==> src/rtl/rr_grant_scheduler.sv <==
// 16-requester round-robin arbiter with registered grant, owner release, and hold timeout.
// One dead IDLE cycle separates consecutive grants; priority rotates past the last winner.
module rr_grant_scheduler #(
   parameter int unsigned MAX_HOLD = 255,
   parameter int unsigned CNT_W    = 8
) (
   input  logic             clk,
   input  logic             rst_n,
   input  logic             en,
   input  logic [15:0]      req,
   input  logic             done,
   output logic             grant_valid,
   output logic [3:0]       grant_idx,
   output logic [15:0]      grant_onehot,
   output logic             timeout_pulse,
   output logic [CNT_W-1:0] busy_cnt
);

   localparam int unsigned NREQ = 16;
   localparam logic [CNT_W-1:0] CNT_SAT  = '1;
   localparam logic [CNT_W-1:0] HOLD_LIM = CNT_W'(MAX_HOLD);

   typedef enum logic {S_IDLE, S_BUSY} state_t;

   state_t            r_state, w_state_nxt;
   logic [3:0]        r_last_idx, w_last_nxt;
   logic              r_grant_valid, w_valid_nxt;
   logic [3:0]        r_grant_idx, w_idx_nxt;
   logic [15:0]       r_grant_onehot, w_oh_nxt;
   logic              r_timeout_pulse, w_to_nxt;
   logic [CNT_W-1:0]  r_busy_cnt, w_cnt_nxt;

   logic [3:0]        w_winner;
   logic              w_found;
   logic              w_rel_done, w_rel_drop, w_rel_to;

   // Round-robin search starting one past the last winner, wrapping 15 -> 0.
   always_comb begin
      w_found  = 1'b0;
      w_winner = 4'd0;
      for (int i = 0; i < int'(NREQ); i++) begin
         logic [3:0] w_cand;
         w_cand = r_last_idx + 4'(i + 1);
         if (!w_found && req[w_cand]) begin
            w_found  = 1'b1;
            w_winner = w_cand;
         end
      end
   end

   assign w_rel_done = done;
   assign w_rel_drop = ~req[r_grant_idx];
   assign w_rel_to   = (MAX_HOLD != 0) && (r_busy_cnt == HOLD_LIM);

   always_comb begin
      w_state_nxt = r_state;
      w_valid_nxt = 1'b0;
      w_idx_nxt   = 4'd0;
      w_oh_nxt    = 16'd0;
      w_to_nxt    = 1'b0;
      w_cnt_nxt   = '0;
      w_last_nxt  = r_last_idx;
      case (r_state)
         S_IDLE: begin
            if (en && w_found) begin
               w_state_nxt = S_BUSY;
               w_valid_nxt = 1'b1;
               w_idx_nxt   = w_winner;
               w_oh_nxt    = 16'(1) << w_winner;
               w_cnt_nxt   = CNT_W'(1);
               w_last_nxt  = w_winner;
            end
         end
         S_BUSY: begin
            if (w_rel_done || w_rel_drop || w_rel_to) begin
               // A pulse only when the timeout alone ended the grant.
               w_state_nxt = S_IDLE;
               w_to_nxt    = w_rel_to && !w_rel_done && !w_rel_drop;
            end else begin
               w_valid_nxt = 1'b1;
               w_idx_nxt   = r_grant_idx;
               w_oh_nxt    = r_grant_onehot;
               w_cnt_nxt   = (r_busy_cnt == CNT_SAT) ? r_busy_cnt : r_busy_cnt + CNT_W'(1);
            end
         end
         default: w_state_nxt = S_IDLE;
      endcase
   end

   always_ff @(posedge clk or negedge rst_n) begin
      if (!rst_n) begin
         r_state         <= S_IDLE;
         r_last_idx      <= 4'd15;
         r_grant_valid   <= 1'b0;
         r_grant_idx     <= 4'd0;
         r_grant_onehot  <= 16'd0;
         r_timeout_pulse <= 1'b0;
         r_busy_cnt      <= '0;
      end else begin
         r_state         <= w_state_nxt;
         r_last_idx      <= w_last_nxt;
         r_grant_valid   <= w_valid_nxt;
         r_grant_idx     <= w_idx_nxt;
         r_grant_onehot  <= w_oh_nxt;
         r_timeout_pulse <= w_to_nxt;
         r_busy_cnt      <= w_cnt_nxt;
      end
   end

   assign grant_valid   = r_grant_valid;
   assign grant_idx     = r_grant_idx;
   assign grant_onehot  = r_grant_onehot;
   assign timeout_pulse = r_timeout_pulse;
   assign busy_cnt      = r_busy_cnt;

endmodule
==> config.mk <==
export PLATFORM = sky130hd
export DESIGN_NAME = rr_grant_scheduler
export DESIGN_NICKNAME = d
export VERILOG_FILES = /design/src/rtl/rr_grant_scheduler.sv
export SDC_FILE = /design/constraint.sdc
export NUM_CORES = 1
export LEC_CHECK = 0
export ABC_AREA = 1
export CAP_MARGIN = 20
export CORE_MARGIN = 3
export CORE_UTILIZATION = 56
export DETAILED_ROUTE_END_ITERATION = 8
export GPL_TIMING_DRIVEN = 0
export PLACE_DENSITY = 0.92
export SKIP_LAST_GASP = 1
export SLEW_MARGIN = 20
export SYNTH_ARGS = -nofsm -noshare
export SYNTH_HDL_FRONTEND = slang
export SYNTH_SLANG_ARGS = --single-unit
==> constraint.sdc <==
create_clock -name clk -period 4.5 [get_ports clk]
set_input_delay 0.675 -clock clk [delete_from_list [all_inputs] [get_ports clk]]
set_output_delay 0.675 -clock clk [all_outputs]
set_load 0.02 [all_outputs]
# Word level (Yosys, flattened, before mapping)

Cells that the tools add are included.

Register bits: 34
Output and inout port bits: 30
Logic and storage cells: 163

Add/sub/neg operators: 16
Magnitude comparators: 17
Eq/ne operators: 3
Shift operators: 1
Multiplexer cells: 81
Bitwise gates (word level): 2
Reductions and logical operators: 37

Operator list:

| kind                                               | number |
|---|---|
| < comparator 4 x 5 -> 1 bit, second input constant | 17 |
| 2-to-1 mux 4 bit                                   | 18 |
| binary-select mux 1 bit (select 4 bit)             | 17 |
| 2-to-1 mux 1 bit                                   | 38 |
| adder 4 bit, second input constant                 | 8 |
| 2-to-1 mux 16 bit                                  | 2 |
| case mux 16 bit (2 select lines)                   | 1 |
| logical AND 1 bit                                  | 18 |
| adder 4 x 3 -> 4 bit, second input constant        | 4 |
| logical NOT 1 bit                                  | 16 |
| 2-to-1 mux 8 bit                                   | 2 |
| case mux 8 bit (2 select lines)                    | 1 |
| left shift 1 x 4 -> 16 bit, first input constant   | 1 |
| adder 4 x 2 -> 4 bit, second input constant        | 2 |
| adder 8 x 1 -> 8 bit, second input constant        | 1 |
| equality test 8 bit, second input constant         | 1 |
| case mux 4 bit (2 select lines)                    | 1 |
| adder 4 x 1 -> 4 bit, second input constant        | 1 |
| != test 3 x 2 -> 1 bit, second input constant      | 1 |
| logical OR 1 bit                                   | 2 |
| != test 2 x 1 -> 1 bit, second input constant      | 1 |
| inverter 1 bit                                     | 2 |
| case mux 1 bit (2 select lines)                    | 1 |
| AND reduction 2 bit                                | 1 |

# Longest topological paths before layout

Gate-level depths: netlist of the first run.

Depth after elaboration: 52
Mapped depth: 29
Mapped depth without buffers: 28

# Worst setup path after synthesis of the first run

No wires, ideal clock.

Kind: register -> register
Start point: register r_last_idx[1]
End point: register r_grant_idx[0], in the netlist grant_idx[0]
Setup time: 126 ps
Arrival: 3427 ps
Required time: 4374 ps
Path slack: 947 ps
Cell stages (with the launch flop): 26
Path buffers: 3
Clock period less this slack: 3553 ps
Cell sequence: dfstp_2 inv_1 buf_2 ha_1 inv_1 buf_2 nand3_1 nand3_1 nand2_1 nand2_1 nand2_2 nor2_8 nand4_4 nor2_4 nand4_4 nor2_4 nand4_4 nor2_4 nand2_1 o21ai_1 inv_2 nand2_2 inv_2 buf_6 nand2_1 o21ai_1

Longest elaborated chain between the ends: 52

RTL lines:

| item                                   | line | RTL |
|---|---|---|
| from (decl)                            | 26   | `logic [3:0] r_last_idx, w_last_nxt;` |
| from (signal assigned)                 | 101  | `r_last_idx <= w_last_nxt;` |
| adder 4 x 1 -> 4 bit                   | 43   | `w_cand = r_last_idx + 4'(i + 1);` |
| binary-select mux 1 bit (select 4 bit) | 44   | `if (!w_found && req[w_cand]) begin` |
| 2-to-1 mux 1 bit (not written as such) | 44   |  |
| 2-to-1 mux 1 bit                       | 44   |  |
| logical NOT 1 bit                      | 44   |  |
| logical AND 1 bit                      | 44   |  |
| 2-to-1 mux 1 bit                       | 44   |  |
| logical NOT 1 bit                      | 44   |  |
| [... 36 more ...]                      | -    |  |
| logical AND 1 bit                      | 44   |  |
| 2-to-1 mux 1 bit                       | 44   |  |
| logical NOT 1 bit                      | 44   |  |
| logical AND 1 bit                      | 44   |  |
| 2-to-1 mux 1 bit                       | 44   |  |
| logical AND 1 bit                      | 65   | `if (en && w_found) begin` |
| 2-to-1 mux 4 bit (*)                   | 65   |  |
| case mux 4 bit (2 select lines) (*)    | 63   | `case (r_state)` |
| to (signal assigned)                   | 103  | `r_grant_idx <= w_idx_nxt;` |
| to (decl)                              | 28   | `logic [3:0] r_grant_idx, w_idx_nxt;` |

Every way passes the cells marked *; elsewhere a longest branch is shown, timed or not. The select of a mux whose other input is x is not followed.
A chain may end at the register's enable or synchronous reset.

# Worst setup path in the final report of the first run

Same ends and word-level chain as after synthesis.

==> results of run 1 <==
flip-flops by register name, summed over array words and instances, names as in the netlist:
signal / count
busy_cnt: 8
grant_valid: 1
grant_idx: 4
timeout_pulse: 1
grant_onehot: 16
r_last_idx: 4
cells in the mapped netlist, drive strengths merged:
cell type / count / area share
o221ai: 3 / 0.0078
nand3b: 3 / 0.0067
o21a: 2 / 0.0045
nor4: 1 / 0.0019
inv: 55 / 0.061
nand3: 104 / 0.16
dfrtp: 30 / 0.22
o211ai: 1 / 0.0022
clkbuf: 3 / 0.0033
a21boi: 1 / 0.0022
nor3: 7 / 0.010
ha: 9 / 0.033
dfstp: 4 / 0.031
o21bai: 1 / 0.0022
nor3b: 1 / 0.0022
o21ai: 26 / 0.039
nand2: 186 / 0.21
o22ai: 1 / 0.0019
a21oi: 8 / 0.016
nor2: 57 / 0.079
xnor2: 3 / 0.0078
clkinv: 1 / 0.0011
buf: 11 / 0.019
xor2: 11 / 0.029
nand4: 17 / 0.045
through the flow:
stage / utilization / instance area (um2) / hold slack (ps) / worst slack [ps]
floorplan: - / 3370 / 379 / 947
global placement: 0.696 / 3950 / 464 / 433
detailed placement: 0.695 / 3950 / 465 / 330
CTS: 0.711 / 4040 / 469 / 289
global route: 0.715 / 4060 / 498 / 31.6
finish: 0.715 / 4060 / 436 / 415
final cells by class:
type                    instances  share of cell area
clock buffers                   7              0.0213
multi-input cells             442               0.550
plain buffers                  14              0.0191
clock inverters                 1             0.00123
repair buffers                 51               0.123
well taps                      72              0.0222
inverters                      56              0.0518
flip-flops and latches         34               0.211
repair_timing:
item                                    CTS  global route
resized for setup                         0             2
setup buffers                             0             2
endpoints found under the setup margin    0            22
worst max path at each step:
| stage | to | depth (start not counted) | slack, ps |
|---|---|---|---|
| CTS | grant_idx[3] | 24 | 290 |
| detailed placement | grant_idx[3] | 24 | 330 |
| global placement | grant_idx[3] | 24 | 430 |
| global route | grant_onehot[5] | 25 | 30 |
| finish | grant_idx[0] | 25 | 410 |
| floorplan | grant_idx[0] | 25 | 950 |
worst max-delay path, cell delays in order, from the launching register on:
cell and delay, ps:
dfstp_2 570, inv_1 80, buf_2 220, ha_1 350
inv_1 100, clkbuf_4 230, nand3_1 130, nand3_1 90
nand2_1 70, nand2_1 100, nand2_2 130, nor2_8 190
nand4_4 130, nor2_4 180, nand4_4 120, nor2_4 180
nand4_4 130, nor2_4 170, nand2_1 70, o21ai_1 160
inv_2 50, nand2_2 110, inv_2 70, buf_6 140
nand2_1 100, o21ai_1 80
metal layers:
| layer | up-vias | part of all wire |
|---|---|---|
| met5 | - | 0 |
| met2 | 227 | 0.49 |
| met1 | 1807 | 0.40 |
| li1 | 1915 | - |
| met4 | 0 | 0.030 |
| met3 | 39 | 0.080 |
cell families (layout without fill, tap and decap cells):
family                   count (synthesis)  count (layout)  synth area share
AND/OR/NAND/NOR                        376             376             0.516
buffers and inverters                   70             129            0.0846
AO/OA/AOI/OAI                           43              43            0.0757
flip-flops                              34              34             0.254
XOR/XNOR                                14              14            0.0364
adder cells (fa/ha/maj)                  9               9            0.0334
cells in the final DEF, fill, tap and decap left out, drive strengths merged:
master         count
nand2            186
nand3            104
nor2              57
inv               55
clkdlybuf4s50     48
dfrtp             30
o21ai             26
nand4             17
buf               13
xor2              11
clkbuf            11
ha                 9
a21oi              8
nor3               7
dfstp              4
xnor2              3
o221ai             3
nand3b             3
o21a               2
clkinv             2
a21boi             1
o22ai              1
o211ai             1
nor4               1
o21bai             1
nor3b              1
==> flow_metrics.tcl, run 1 <==
set metrics [dict create \
    status "finished clean" \
    use_met3 0.0405 \
    min_path_type "input pin to asynchronous set/reset pin" \
    clock-skew-final_ps 6.01 \
    insertion_delay_ps 290 \
    path_clk_slew_ps 70 \
    worstSetupStartpoint "r_last_idx[1]" \
    vias_per_cell 5.89 \
    fin_nets 633 \
    maxSlewViolCount 0 \
    wire_per_inst_um 15.2 \
    critPathKind "flip-flop to flip-flop" \
    crit_path_end_kind "flip-flop" \
    tightest_slew_ps 726 \
    cts_buffers 5 \
    rrSetupSlack_ps 410 \
    final_hold_viol_count 0 \
    gp_congestion 0.961 \
    synth_seq_cells 34 \
    drt_wl_total_um 10300 \
    dp_cells 667 \
    drc 0 \
    grt_max_degree 35 \
    setup_viol 0 \
    drt_pre_antenna_iters 5 \
    grt_pass1_vias 3754 \
    top_usage_layer "met2" \
    cts_sinks 34 \
    grt_overflow 0 \
    crit_required_ps 4670 \
    die-height_um 83.6 \
    rows 27 \
    clock_path_buffers 2 \
    areaGrowthSynthToFinish_pct 20.4 \
    seq_area_um2 856 \
    insertedDiodeCount 0 \
    max_slew_margin 0.516 \
    vias 3988 \
    layout-drive-gt1-share 0.0860 \
    start_util 0.594 \
    antenna_found_initial 0 \
    use_met2 0.521 \
    rsz0062_at_grt "no" \
    synth_area_um2 3370 \
    r2r-start "r_last_idx[1]" \
    core_area_um2 5680 \
    ant_nets 0 \
    dp_hpwl_um 7930 \
    post-route-period-util 0.908 \
    syn_avg_cell_area_um2 6.17 \
    htreeDepth 2 \
    ys_seq_area_frac 0.254 \
    grtUsageMet1 0.364 \
    ys_warn_count 0 \
    finalSetupTns_ps 0 \
    cp-start-kind "flip-flop" \
    synth.distinct_cells 38 \
    multiInputGateArea_um2 2230 \
    port_buffers 49 \
    grt_pass1_wl_um 17200 \
    n_fill_cell 463 \
    die_width_um 83.6 \
    die_area_um2 6990 \
    grt_use_total 0.293 \
    syn-instance-count 546 \
    pin_count 50 \
    worstPathArrival_ps 4250 \
    drt_iter0_drc 453 \
    fmax_mhz 245 \
    cts_root_buf "clkbuf_8" \
    min_period_ps 4090 \
    reg2regPathDepth 25 \
    cts_hold_repair.buffers 0 \
    cap_viol_max_count 0 \
    synthesis.nets 575 \
    cp_max_fo 13 \
    r2r_end "grant_idx[0]" \
    final_cells 677 \
    cts_tree "built" \
]
Power of run 1 is not shown: default switching activity piles up to over one toggle a cycle in this logic, so the estimate is an artifact.
==> inputs of run 2 (changes only) <==
--- a/config.mk
+++ b/config.mk
@@ -7,11 +7,13 @@
 export LEC_CHECK = 0
 export ABC_AREA = 1
 export CAP_MARGIN = 20
+export CORE_ASPECT_RATIO = 1.25
 export CORE_MARGIN = 3
 export CORE_UTILIZATION = 56
 export DETAILED_ROUTE_END_ITERATION = 8
 export GPL_TIMING_DRIVEN = 0
-export PLACE_DENSITY = 0.92
+export PLACE_DENSITY = 0.9
+export SKIP_CTS_REPAIR_TIMING = 1
 export SKIP_LAST_GASP = 1
 export SLEW_MARGIN = 20
 export SYNTH_ARGS = -nofsm -noshare
==> run 2 against run 1 <==
Against the previous run:
- sequential share of layout area hardly changed
- global-route usage is 1.4 points higher
- critical path depth stayed put
- critical path type unchanged
- clock skew up 4.6 ps
- register-to-register slack lost 110 ps
==> flow_metrics.tcl, run 2 (synthesis gave the netlist of run 1 again) <==
set metrics [dict create \
    drt_wl_total_um 10300 \
    cts_buffers 5 \
    cts_tree "built" \
    min_path_type "input pin to asynchronous set/reset pin" \
    cpMostUsedCell "nand2_1" \
    utilization 0.720 \
    post-route-period-util 0.932 \
    worstPathArrival_ps 4350 \
    final_hold_viol_count 0 \
    vias_per_cell 5.79 \
    htreeDepth 2 \
    cts_sinks 34 \
    vias 3866 \
    n_fill_cell 473 \
    die-height_um 92.7 \
    antenna_found_initial 0 \
    layout-drive-gt1-share 0.0861 \
    rsz0062_at_grt "no" \
    clock-skew-final_ps 10.6 \
    ant_nets 0 \
    final_cell_mix "nand2_1, nand3_1, inv_1, nor2_1, clkdlybuf4s50_1" \
    slowest_stage "dfstp_2" \
    core_area_um2 5630 \
    fin_nets 632 \
    setup_viol 0 \
    dp_hpwl_um 8190 \
    min_period_ps 4190 \
    finalSetupTns_ps 0 \
    cap_viol_max_count 0 \
    wire_per_inst_um 15.4 \
    insertion_delay_ps 290 \
    grt_max_degree 29 \
    start_util 0.599 \
    status "finished clean" \
    pin_count 50 \
    crit_path_end_kind "flip-flop" \
    grt_pass1_wl_um 16900 \
    die_width_um 75.4 \
    drc 0 \
    insertedDiodeCount 0 \
    grt_use_total 0.307 \
    max_slew_margin 0.554 \
    die_area_um2 6990 \
    areaGrowthSynthToFinish_pct 20.3 \
    fmax_mhz 238 \
    layout.cells.most_common "nand2_1" \
    crit_buf_inv 7 \
    slowest_delay_ps 630 \
    drt_iter0_drc 310 \
    gp_congestion 1.05 \
    tightest_slew_ps 664 \
    critPathKind "flip-flop to flip-flop" \
    grt_overflow 0 \
    place_area_um2 3960 \
    cts_root_buf "clkbuf_8" \
    cp_top_family "simple AND/OR/NAND/NOR gates" \
    path_clk_slew_ps 70 \
    fin_area_um2 4060 \
    cp_max_fo 13 \
    cp-start-kind "flip-flop" \
    clock_path_buffers 2 \
    port_buffers 49 \
    grt_pass1_vias 3768 \
    drt_pre_antenna_iters 5 \
    rows 30 \
    crit_required_ps 4660 \
    maxSlewViolCount 0 \
    largest_reg_flops 16 \
]
-- run 2: cell count changes in the layout (fill, tap and decap cells not counted), sizes merged --
cell  change
buf       -1
-- run 2: per-stage QoR --
step | setup slack (ps) | instances | hold slack (ps)
after floorplan | 947 | 546 | 379
after global placement | 400 | 659 | 464
after detailed placement | 348 | 660 | 470
after CTS | 312 | 668 | 221
after global routing | 5.93 | 668 | 218
final | 307 | 668 | 211
-- run 2: worst reg2reg max path: stages, from the launching register on --
cell	delay, ps
dfstp_2	630
inv_1	110
buf_2	230
ha_1	360
inv_1	110
clkbuf_4	230
nand3_1	130
nand3_1	100
nand2_1	80
nand2_1	90
nand2_2	130
nor2_8	180
nand4_4	130
nor2_4	180
nand4_4	120
nor2_4	190
nand4_4	130
nor2_4	170
nand2_1	70
o21ai_1	170
inv_2	60
nand2_2	110
inv_2	70
buf_6	140
nand2_1	90
o21ai_1	90
-- run 2: final cells by class --
cell class | count | area [um2] | area share
Clock buffer | 7 | 86.3 | 0.0213
Inverter | 56 | 210 | 0.0518
Sequential cell | 34 | 856 | 0.211
Tap cell | 64 | 80.1 | 0.0197
Multi-Input combinational cell | 442 | 2230 | 0.551
Clock inverter | 1 | 5.00 | 0.00123
Buffer | 14 | 77.6 | 0.0191
Timing Repair Buffer | 50 | 505 | 0.125
-- run 2: final timing paths --
kind | from | endpoint | slack [ps] | cells after the start
max | r_last_idx[1] | grant_idx[0] | 310 | 25
min | rst_n | grant_onehot[11] | 210 | 1
max reg2reg | r_last_idx[1] | grant_idx[0] | 310 | 25
min reg2reg | grant_onehot[6] | grant_onehot[6] | 490 | 2
max in group asynchronous | rst_n | r_last_idx[1] | 3820 | 2
min in group clk | grant_onehot[6] | grant_onehot[6] | 490 | 2
-- run 2: per-layer routing --
metal | GRT usage | vias to the layer above | share of wire
met5 | 0 | - | 0
met4 | 0.149 | 0 | 0.040
met3 | 0.0293 | 31 | 0.042
met2 | 0.550 | 142 | 0.53
met1 | 0.349 | 1785 | 0.39
li1 | - | 1908 | -
Power of run 2 is left out for the same reason.
